==> src/rtl/tagger_pkg.sv <==
// Shared constants and types for the strobe front-end and event tagger.
package tagger_pkg;

  localparam int N_CHANNELS_DEFAULT  = 100;
  localparam int DEADTIME_W_DEFAULT  = 8;
  localparam int SYNC_STAGES_DEFAULT = 2;

  typedef enum logic {
    EDGE_RISING  = 1'b0,
    EDGE_FALLING = 1'b1
  } edge_pol_e;

endpackage

==> src/rtl/strobe_conditioner_if.sv <==
// Control/status bundle between the strobe pins, the register block and the tagger.
interface strobe_conditioner_if
  import tagger_pkg::*;
#(
  parameter int N_CHANNELS = N_CHANNELS_DEFAULT,
  parameter int DEADTIME_W = DEADTIME_W_DEFAULT
);

  logic [N_CHANNELS-1:0] strobe_in;
  logic [N_CHANNELS-1:0] channel_en;
  logic [N_CHANNELS-1:0] edge_sel;
  logic [DEADTIME_W-1:0] deadtime;
  logic                  clear_drops;
  logic [N_CHANNELS-1:0] strobe_out;
  logic [N_CHANNELS-1:0] drop_flag;
  logic                  armed;

  modport master (
    output strobe_in, channel_en, edge_sel, deadtime, clear_drops,
    input  strobe_out, drop_flag, armed
  );

  modport slave (
    input  strobe_in, channel_en, edge_sel, deadtime, clear_drops,
    output strobe_out, drop_flag, armed
  );

endinterface

==> src/rtl/strobe_channel_cond.sv <==
// One strobe channel: resynchroniser, edge detect, dead-time hold-off and sticky drop flag.
module strobe_channel_cond
  import tagger_pkg::*;
#(
  parameter int SYNC_STAGES = SYNC_STAGES_DEFAULT,
  parameter int DEADTIME_W  = DEADTIME_W_DEFAULT
) (
  input  logic                  clk,
  input  logic                  reset,
  input  logic                  strobe_in,
  input  logic                  channel_en,
  input  logic                  edge_sel,
  input  logic                  armed,
  input  logic [DEADTIME_W-1:0] deadtime,
  input  logic                  clear_drops,
  output logic                  strobe_out,
  output logic                  drop_flag
);

  logic [SYNC_STAGES-1:0] sync_reg;
  logic                   prev_reg;
  logic [DEADTIME_W-1:0]  cnt_reg, cnt_next;
  logic                   strobe_out_reg;
  logic                   drop_flag_reg, drop_flag_next;

  logic sync_level;
  logic edge_det;
  logic qualified;
  logic idle;
  logic accept;
  logic drop;

  assign sync_level = sync_reg[SYNC_STAGES-1];

  always_comb begin
    edge_det       = 1'b0;
    qualified      = 1'b0;
    idle           = 1'b0;
    accept         = 1'b0;
    drop           = 1'b0;
    cnt_next       = cnt_reg;
    drop_flag_next = drop_flag_reg;

    // Edges come only from sync/prev, so flipping polarity on a steady line is inert.
    if (edge_pol_e'(edge_sel) == EDGE_FALLING) begin
      edge_det = ~sync_level & prev_reg;
    end else begin
      edge_det = sync_level & ~prev_reg;
    end

    qualified = edge_det & channel_en & armed;
    idle      = (cnt_reg == '0);
    accept    = qualified & idle;
    drop      = qualified & ~idle;

    if (!channel_en) begin
      cnt_next = '0;
    end else if (accept) begin
      cnt_next = deadtime;
    end else if (!idle) begin
      cnt_next = cnt_reg - DEADTIME_W'(1);
    end

    // A drop in the same cycle as a clear keeps the flag set.
    drop_flag_next = drop | (drop_flag_reg & ~clear_drops);
  end

  always_ff @(posedge clk) begin
    if (reset) begin
      sync_reg       <= '0;
      prev_reg       <= 1'b0;
      cnt_reg        <= '0;
      strobe_out_reg <= 1'b0;
      drop_flag_reg  <= 1'b0;
    end else begin
      sync_reg       <= {sync_reg[SYNC_STAGES-2:0], strobe_in};
      prev_reg       <= sync_level;
      cnt_reg        <= cnt_next;
      strobe_out_reg <= accept;
      drop_flag_reg  <= drop_flag_next;
    end
  end

  assign strobe_out = strobe_out_reg;
  assign drop_flag  = drop_flag_reg;

endmodule

==> src/rtl/strobe_conditioner.sv <==
// Strobe front-end: N independent channel conditioners plus the shared post-reset warm-up gate.
module strobe_conditioner
  import tagger_pkg::*;
#(
  parameter int N_CHANNELS  = N_CHANNELS_DEFAULT,
  parameter int SYNC_STAGES = SYNC_STAGES_DEFAULT,
  parameter int DEADTIME_W  = DEADTIME_W_DEFAULT
) (
  input logic                clk,
  input logic                reset,
  strobe_conditioner_if.slave bus
);

  localparam int WARM_W = $clog2(SYNC_STAGES + 2);

  logic [WARM_W-1:0]     warm_cnt_reg;
  logic                  armed_reg;
  logic [N_CHANNELS-1:0] strobe_out_w;
  logic [N_CHANNELS-1:0] drop_flag_w;

  // Warm-up spans the sync chain plus prev, so a line held active through reset never pulses.
  always_ff @(posedge clk) begin
    if (reset) begin
      warm_cnt_reg <= '0;
      armed_reg    <= 1'b0;
    end else begin
      if (!armed_reg) begin
        warm_cnt_reg <= warm_cnt_reg + WARM_W'(1);
      end
      armed_reg <= armed_reg | (warm_cnt_reg == WARM_W'(SYNC_STAGES));
    end
  end

  for (genvar gi = 0; gi < N_CHANNELS; gi++) begin : g_chan
    strobe_channel_cond #(
      .SYNC_STAGES (SYNC_STAGES),
      .DEADTIME_W  (DEADTIME_W)
    ) u_chan (
      .clk         (clk),
      .reset       (reset),
      .strobe_in   (bus.strobe_in[gi]),
      .channel_en  (bus.channel_en[gi]),
      .edge_sel    (bus.edge_sel[gi]),
      .armed       (armed_reg),
      .deadtime    (bus.deadtime),
      .clear_drops (bus.clear_drops),
      .strobe_out  (strobe_out_w[gi]),
      .drop_flag   (drop_flag_w[gi])
    );
  end

  assign bus.strobe_out = strobe_out_w;
  assign bus.drop_flag  = drop_flag_w;
  assign bus.armed      = armed_reg;

endmodule
==> src/flat_wrapper.sv <==
// flat-port wrapper written by rule: the top's interface ports become plain ports
module strobe_conditioner_flat import tagger_pkg::*;
#(
  parameter int N_CHANNELS  = N_CHANNELS_DEFAULT,
  parameter int SYNC_STAGES = SYNC_STAGES_DEFAULT,
  parameter int DEADTIME_W  = DEADTIME_W_DEFAULT
)
  (clk, reset, bus_strobe_in, bus_channel_en, bus_edge_sel, bus_deadtime, bus_clear_drops, bus_strobe_out, bus_drop_flag, bus_armed);
  strobe_conditioner_if #(.N_CHANNELS(N_CHANNELS), .DEADTIME_W(DEADTIME_W)) bus_i ();
  input logic clk;
  input logic reset;
  input wire logic [$bits(bus_i.strobe_in)-1:0] bus_strobe_in;
  input wire logic [$bits(bus_i.channel_en)-1:0] bus_channel_en;
  input wire logic [$bits(bus_i.edge_sel)-1:0] bus_edge_sel;
  input wire logic [$bits(bus_i.deadtime)-1:0] bus_deadtime;
  input wire logic [$bits(bus_i.clear_drops)-1:0] bus_clear_drops;
  output wire logic [$bits(bus_i.strobe_out)-1:0] bus_strobe_out;
  output wire logic [$bits(bus_i.drop_flag)-1:0] bus_drop_flag;
  output wire logic [$bits(bus_i.armed)-1:0] bus_armed;
  assign bus_i.strobe_in = bus_strobe_in;
  assign bus_i.channel_en = bus_channel_en;
  assign bus_i.edge_sel = bus_edge_sel;
  assign bus_i.deadtime = bus_deadtime;
  assign bus_i.clear_drops = bus_clear_drops;
  assign bus_strobe_out = bus_i.strobe_out;
  assign bus_drop_flag = bus_i.drop_flag;
  assign bus_armed = bus_i.armed;
  strobe_conditioner #(.N_CHANNELS(N_CHANNELS), .SYNC_STAGES(SYNC_STAGES), .DEADTIME_W(DEADTIME_W)) u_core (.clk(clk), .reset(reset), .bus(bus_i));
endmodule
==> config.mk <==
export PLATFORM = sky130hd
export DESIGN_NAME = strobe_conditioner_flat
export DESIGN_NICKNAME = d
export VERILOG_FILES = /design/src/rtl/tagger_pkg.sv /design/src/rtl/strobe_conditioner_if.sv /design/src/rtl/strobe_channel_cond.sv /design/src/rtl/strobe_conditioner.sv /design/src/flat_wrapper.sv
export SDC_FILE = /design/constraint.sdc
export NUM_CORES = 2
export LEC_CHECK = 0
export ABC_AREA = 1
export BUFFER_PORTS_ARGS = -buffer_cell sky130_fd_sc_hd__buf_2
export CAP_MARGIN = 20
export CORE_AREA = 2 2 336 371
export CTS_BUF_LIST = sky130_fd_sc_hd__clkbuf_8 sky130_fd_sc_hd__clkbuf_16
export CTS_CLUSTER_DIAMETER = 30
export CTS_CLUSTER_SIZE = 28
export DETAILED_ROUTE_END_ITERATION = 10
export DIE_AREA = 0 0 338 373
export GPL_TIMING_DRIVEN = 0
export PLACE_DENSITY = 0.74
export SLEW_MARGIN = 20
export SYNTH_ARGS = -nofsm -noshare
export SYNTH_HDL_FRONTEND = slang
export SYNTH_SLANG_ARGS = --single-unit
==> constraint.sdc <==
create_clock -name clk -period 2.06 [get_ports clk]
set_input_delay 0 -clock clk [delete_from_list [all_inputs] [get_ports clk]]
set_output_delay 0 -clock clk [all_outputs]
set_load 0.02 [all_outputs]
* After elaboration in Yosys (flattened, before gate mapping) *
Index checks and enable logic that the tools add are counted.
W data, S select, Z words.

cells by class
  muxes and demuxes = 300
  equality and inequality tests = 101
  reduce and logical (&&, ||, !) cells = 200
  $add $sub $neg = 101
  bitwise logic cells = 1202

operators with widths
  operator               number
  $mux W8                200
  $logic_not A8 Y1       100
  $sub A8 B1 Y8 const B  100
  $and A1 B1 Y1          700
  $not A1 Y1             401
  $ne A2 B1 Y1 const B   100
  $reduce_or A2 Y1       100
  $or A1 B1 Y1           101
  $mux W1                100
  $add A2 B1 Y2 const B  1
  $eq A2 B2 Y1 const B   1

word-level totals
  output and inout bits = 201
  register bits after elaboration = 1303
  word-level logic and storage cells = 2406
  bits of input ports = 311

* Logic depth before layout (Yosys ltp) *
  depth after elaboration = 7
  mapped depth = 11
  depth with buffers taken out = 11

* Hierarchy *
Synthesis repeated with hierarchy kept, for this count alone.

second synthesis, totals
  cell total of the unflattened synthesis = 10817
  area total of the unflattened synthesis = 73316.6 sq um

modules (own cells, without submodules)
  module               cells an instance  sequential area each (sq um)  area an instance (sq um)  times used
  strobe_channel_cond  108                260.2                         732.0                     100
  strobe_conditioner   17                 60.1                          121.4                     1

* Worst setup path before layout *
Ideal clock, no wire load.

  path kind = register to register
  start = reg u_core.armed_reg, in the netlist u_core.bus.armed
  end = reg u_core.g_chan[57].u_chan.cnt_reg[4]
  period minus slack after synthesis = 1.523 ns
  arrival = 1.401 ns
  setup time = 0.122 ns
  data required time = 1.938 ns
  path slack = 0.537 ns
  stages on the path, launching flop included = 9
  path buffers = 3
  cell sequence = dfxtp_1 > buf_6 > buf_8 > buf_12 > nand2_2 > nor2_4 > nand2_1 > o21ai_1 > a21oi_1

on the way
  cells in the longest elaborated chain, start to end = 3
  elaborated cells on any way between the ends = 4
  those cells by class = eq/ne (1); mux (1); bitwise (2)

RTL lines
  what                                                      RTL line                   source
  start: declaration                                        strobe_conditioner.sv:17   logic armed_reg;
  start signal: assignment                                  strobe_conditioner.sv:30   armed_reg <= armed_reg | (warm_cnt_reg == WARM_W'(SYNC_STAGES));
  $and A1 B1 Y1 (*)                                         strobe_channel_cond.sv:51  qualified = edge_det & channel_en & armed;
  $and A1 B1 Y1 (*)                                         strobe_channel_cond.sv:53  accept = qualified & idle;
  $ne A2 B1 Y1 (no source line) or $mux W8 (tied branches)  --
  end signal: assignment                                    strobe_channel_cond.sv:78  cnt_reg <= cnt_next;
  end: declaration                                          strobe_channel_cond.sv:22  logic [DEADTIME_W-1:0] cnt_reg, cnt_next;

Every way passes the cells marked *; elsewhere a longest branch is shown, timed or not.
A chain may end at the register's enable or synchronous reset.

* Worst setup path in the final report *
  start = in reset
  end = reg u_core.g_chan[85].u_chan.sync_reg[0]

RTL lines
  what                    RTL line                   source
  start: declaration      flat_wrapper.sv:11         input logic reset;
  end signal: assignment  strobe_channel_cond.sv:76  sync_reg <= {sync_reg[SYNC_STAGES-2:0], strobe_in};
  end: declaration        strobe_channel_cond.sv:20  logic [SYNC_STAGES-1:0] sync_reg;

No word-level cell between the ends.

==> run metrics <==
status=finished with violations; failing checks=antenna violations, negative setup slack; VDD IR-drop max=about 1100 µV; Num CTS Buffers=287; Max transition margin=13.3%; flip-flop count of the largest register after layout=800; Seq cells post-synth=about 1300; clock root buffer=clkbuf_16; met1 Usage GRT=42.2%; core area=between 0.1 and 0.15 mm²; post-synthesis sequential area ratio=39.0%; Final nets=11200; Max Clock Skew=between 0.03 and 0.04 ns; Net Sw Power=0.0619 W; Yosys warnings=0; vias in the first global route=around 66000; final setup vio count=1; Yosys cell types=39; Clock Path Buffers=4; total power=0.148 W; placed cells=11800; Mapped Area=0.0669 mm²; Total GRT Usage=35.7%; largest family of logic cells by synthesized area=simple AND/OR/NAND/NOR gates; share of the core filled with cells=69.8%; wirelength, routed=roughly 230 mm; DP HPWL=around 150 mm; Via Count=slightly below 70000; Post-Synth XOR/XNOR Area=5.12%; htree depth=5; # IOs=512; post-route setup slack=-0.00306 ns; Hold Crit Start=bus_channel_en[75]; DRT antenna net count=1; Final Cycle Share=100%; Hold WC Path Type=input port to register; Simple-Gate Fraction of Synth Area=between 30% and 40%; Hold Fails Final Rpt=0; clock-pin slew on the worst setup and hold paths=0.05 ns; commonest non-fill, non-tap cell in the layout=nand2_1; Post-Layout Cell Count=12700; initial antenna violation count=36; die width=~340 µm; Initial Utilization=54.6%; CP Max Fanout=10; row count=135; first-pass GRT wire length=352 mm; fmax=just under 500 MHz; R2R Path Start=u_core.bus.armed; fraction of layout cells with a size suffix above 1=15.1%; total grt overflow=0; met2 GRT Util=between 50% and 60%; Worst Path Arrival=about 2.7 ns; Comb pwr share=45.6%; Die ar.=0.126 mm²; met3 usage=7.46%; Routed WL per cell=18.2 µm; post-synthesis mux area share=0%; Placement Cell Area=between 0.07 and 0.08 mm²; clock sinks=1303; cell area after layout=0.0854 mm²; RSZ-0062 raised after global routing=true; leakage power=42.2 nW; DRC violations left=0; Cells after Synth=between 9000 and 10000; cell internal pwr=0.0863 W; commonest cells after routing, fill and taps aside=nand2_1, inv_1, dfxtp_1; setup TNS=-0.00306 ns; sequential share of power=a little under a quarter; worst skew pair latency=0.90 ns; First-pass DRT Iterations=7; adder-cell share of the synthesized area=1.89%; RD Place Congestion=0.981; largest net degree at the start of global routing=17; Max-cap violations=0; post-synthesis compound-gate area fraction=7.67%; CTS tree=built; initial drt markers=about 6400; layout overhead on the synthesized area=27.7%; vias per cell=roughly 5.4; Port Buffers=504; Clock power frac=30.8%; sw frac=41.8%; layer with the highest usage=met2; critical path class=input port to register; minimum clock period=2.06 ns; Die Ht=373 µm; Power Density=1740 mW/mm²; capturing element type of the critical path=register; critical path startpoint=reset; Synth Net Count=10000; Mapped Avg Cell Area=6.95 µm²; CP Data Required Time=2.71 ns; crit path launch type=input port; worst-margin pin slew=1.30 ns; Final Slew Violations=0
power groups by stage:
stage	sequential [W]	clock, W	combinational [W]
floorplan	0.0343	0	0.0528
global placement	0.0350	0	0.0627
detailed placement	0.0351	0	0.0646
CTS	0.0348	0.0458	0.0661
global route	0.0356	0.0472	0.0762
finish	0.0350	0.0456	0.0676
Yosys cell counts:
library cell  number  area (µm²)
nand4_1           69         432
nor3_4             1        16.3
xnor2_1           46         403
a31oi_1           28         175
nand3_2            3        30.0
nor2_1          1192        4470
o21ai_0          226        1130
nor2_8            16         320
nand3b_4          71        1420
nor2_2            62         388
clkbuf_1         136         510
nor3_2             5        50.1
buf_4            207        1550
ha_1             101        1260
a21oi_1          585        2930
nand2_1         2255        8460
a21oi_2            1        8.76
dfxtp_1         1303       26100
o21a_1             5        37.5
nor3_1           195         976
nand3b_1           7        52.6
nor2_4            57         642
nand2_4           15         169
o211ai_1           1        7.51
o21ai_1           19        95.1
nand4_2           13         163
o21bai_1         100         751
buf_8              2        30.0
buf_6             10         113
inv_1           1406        5280
nand4_4            6         128
buf_12             2        40.0
or2_2             93         582
inv_2             48         180
buf_1             10        37.5
xor2_1           345        3020
buf_2             43         215
nand3_1          934        4670
nand2_2            9        56.3
area by class of cell:
| class | count | area, µm² |
|---|---|---|
| fill | 9698 | 37000 |
| multi-input combinational | 6460 | 32900 |
| sequential | 1303 | 26100 |
| clock buffer | 321 | 7710 |
| timing repair buffer | 919 | 6710 |
| inverter | 1454 | 5460 |
| buffer | 410 | 2560 |
| tap | 1644 | 2060 |
| clock inverter | 171 | 1910 |
| antenna | 26 | 65.1 |
worst max-delay path, cell delays in order:
cell and delay (ns):
dlygate4sd3_1 0.55, buf_2 0.30, clkbuf_1 0.67, clkbuf_1 0.85
nor2_1 0.34
worst paths after layout:
| kind | end | slack (ns) | depth (start not counted) |
|---|---|---|---|
| setup / recovery | u_core.g_chan[85].u_chan.sync_reg[0] | -0.003 | 5 |
| hold / removal | u_core.g_chan[75].u_chan.cnt_reg[5] | 0.03 | 4 |
| setup reg to reg | u_core.g_chan[19].u_chan.cnt_reg[4] | 0.01 | 8 |
| hold reg to reg | u_core.g_chan[21].u_chan.sync_reg[1] | 0.40 | 2 |
per-layer routing:
metal / up-vias / wire length, µm
met4: 20 / 17000
met1: 31500 / 88200
met3: 875 / 21300
met2: 3328 / 105000
li1: 32400 / -
met5: - / 131
cell families after synthesis:
logic type,count (synthesis)
and+or+nand+nor,5003
buffers and inverters,1864
DFF,1303
AOI/OAI and AO/OA,965
xor gates and xnor gates,391
adders and majority gates,101
repair_timing:
action / CTS / global route
pin swaps: 0 / 1
setup buffers: 0 / 0
setup endpoints to repair: 17 / 114
hold buffers: 413 / 0
gates resized for setup: 7 / 6
endpoints found under the hold margin: 1099 / 0
metrics by stage:
step | hold WS (ns) | setup slack [ns]
finish | 0.0339 | -0.00306
global route | 0.0418 | -0.00667
CTS | 0.00130 | 0.00855
detailed placement | 0.205 | -0.295
global placement | 0.199 | -0.804
floorplan | 0.107 | 0.537
Note: power is estimated with default switching activity, not from simulation.
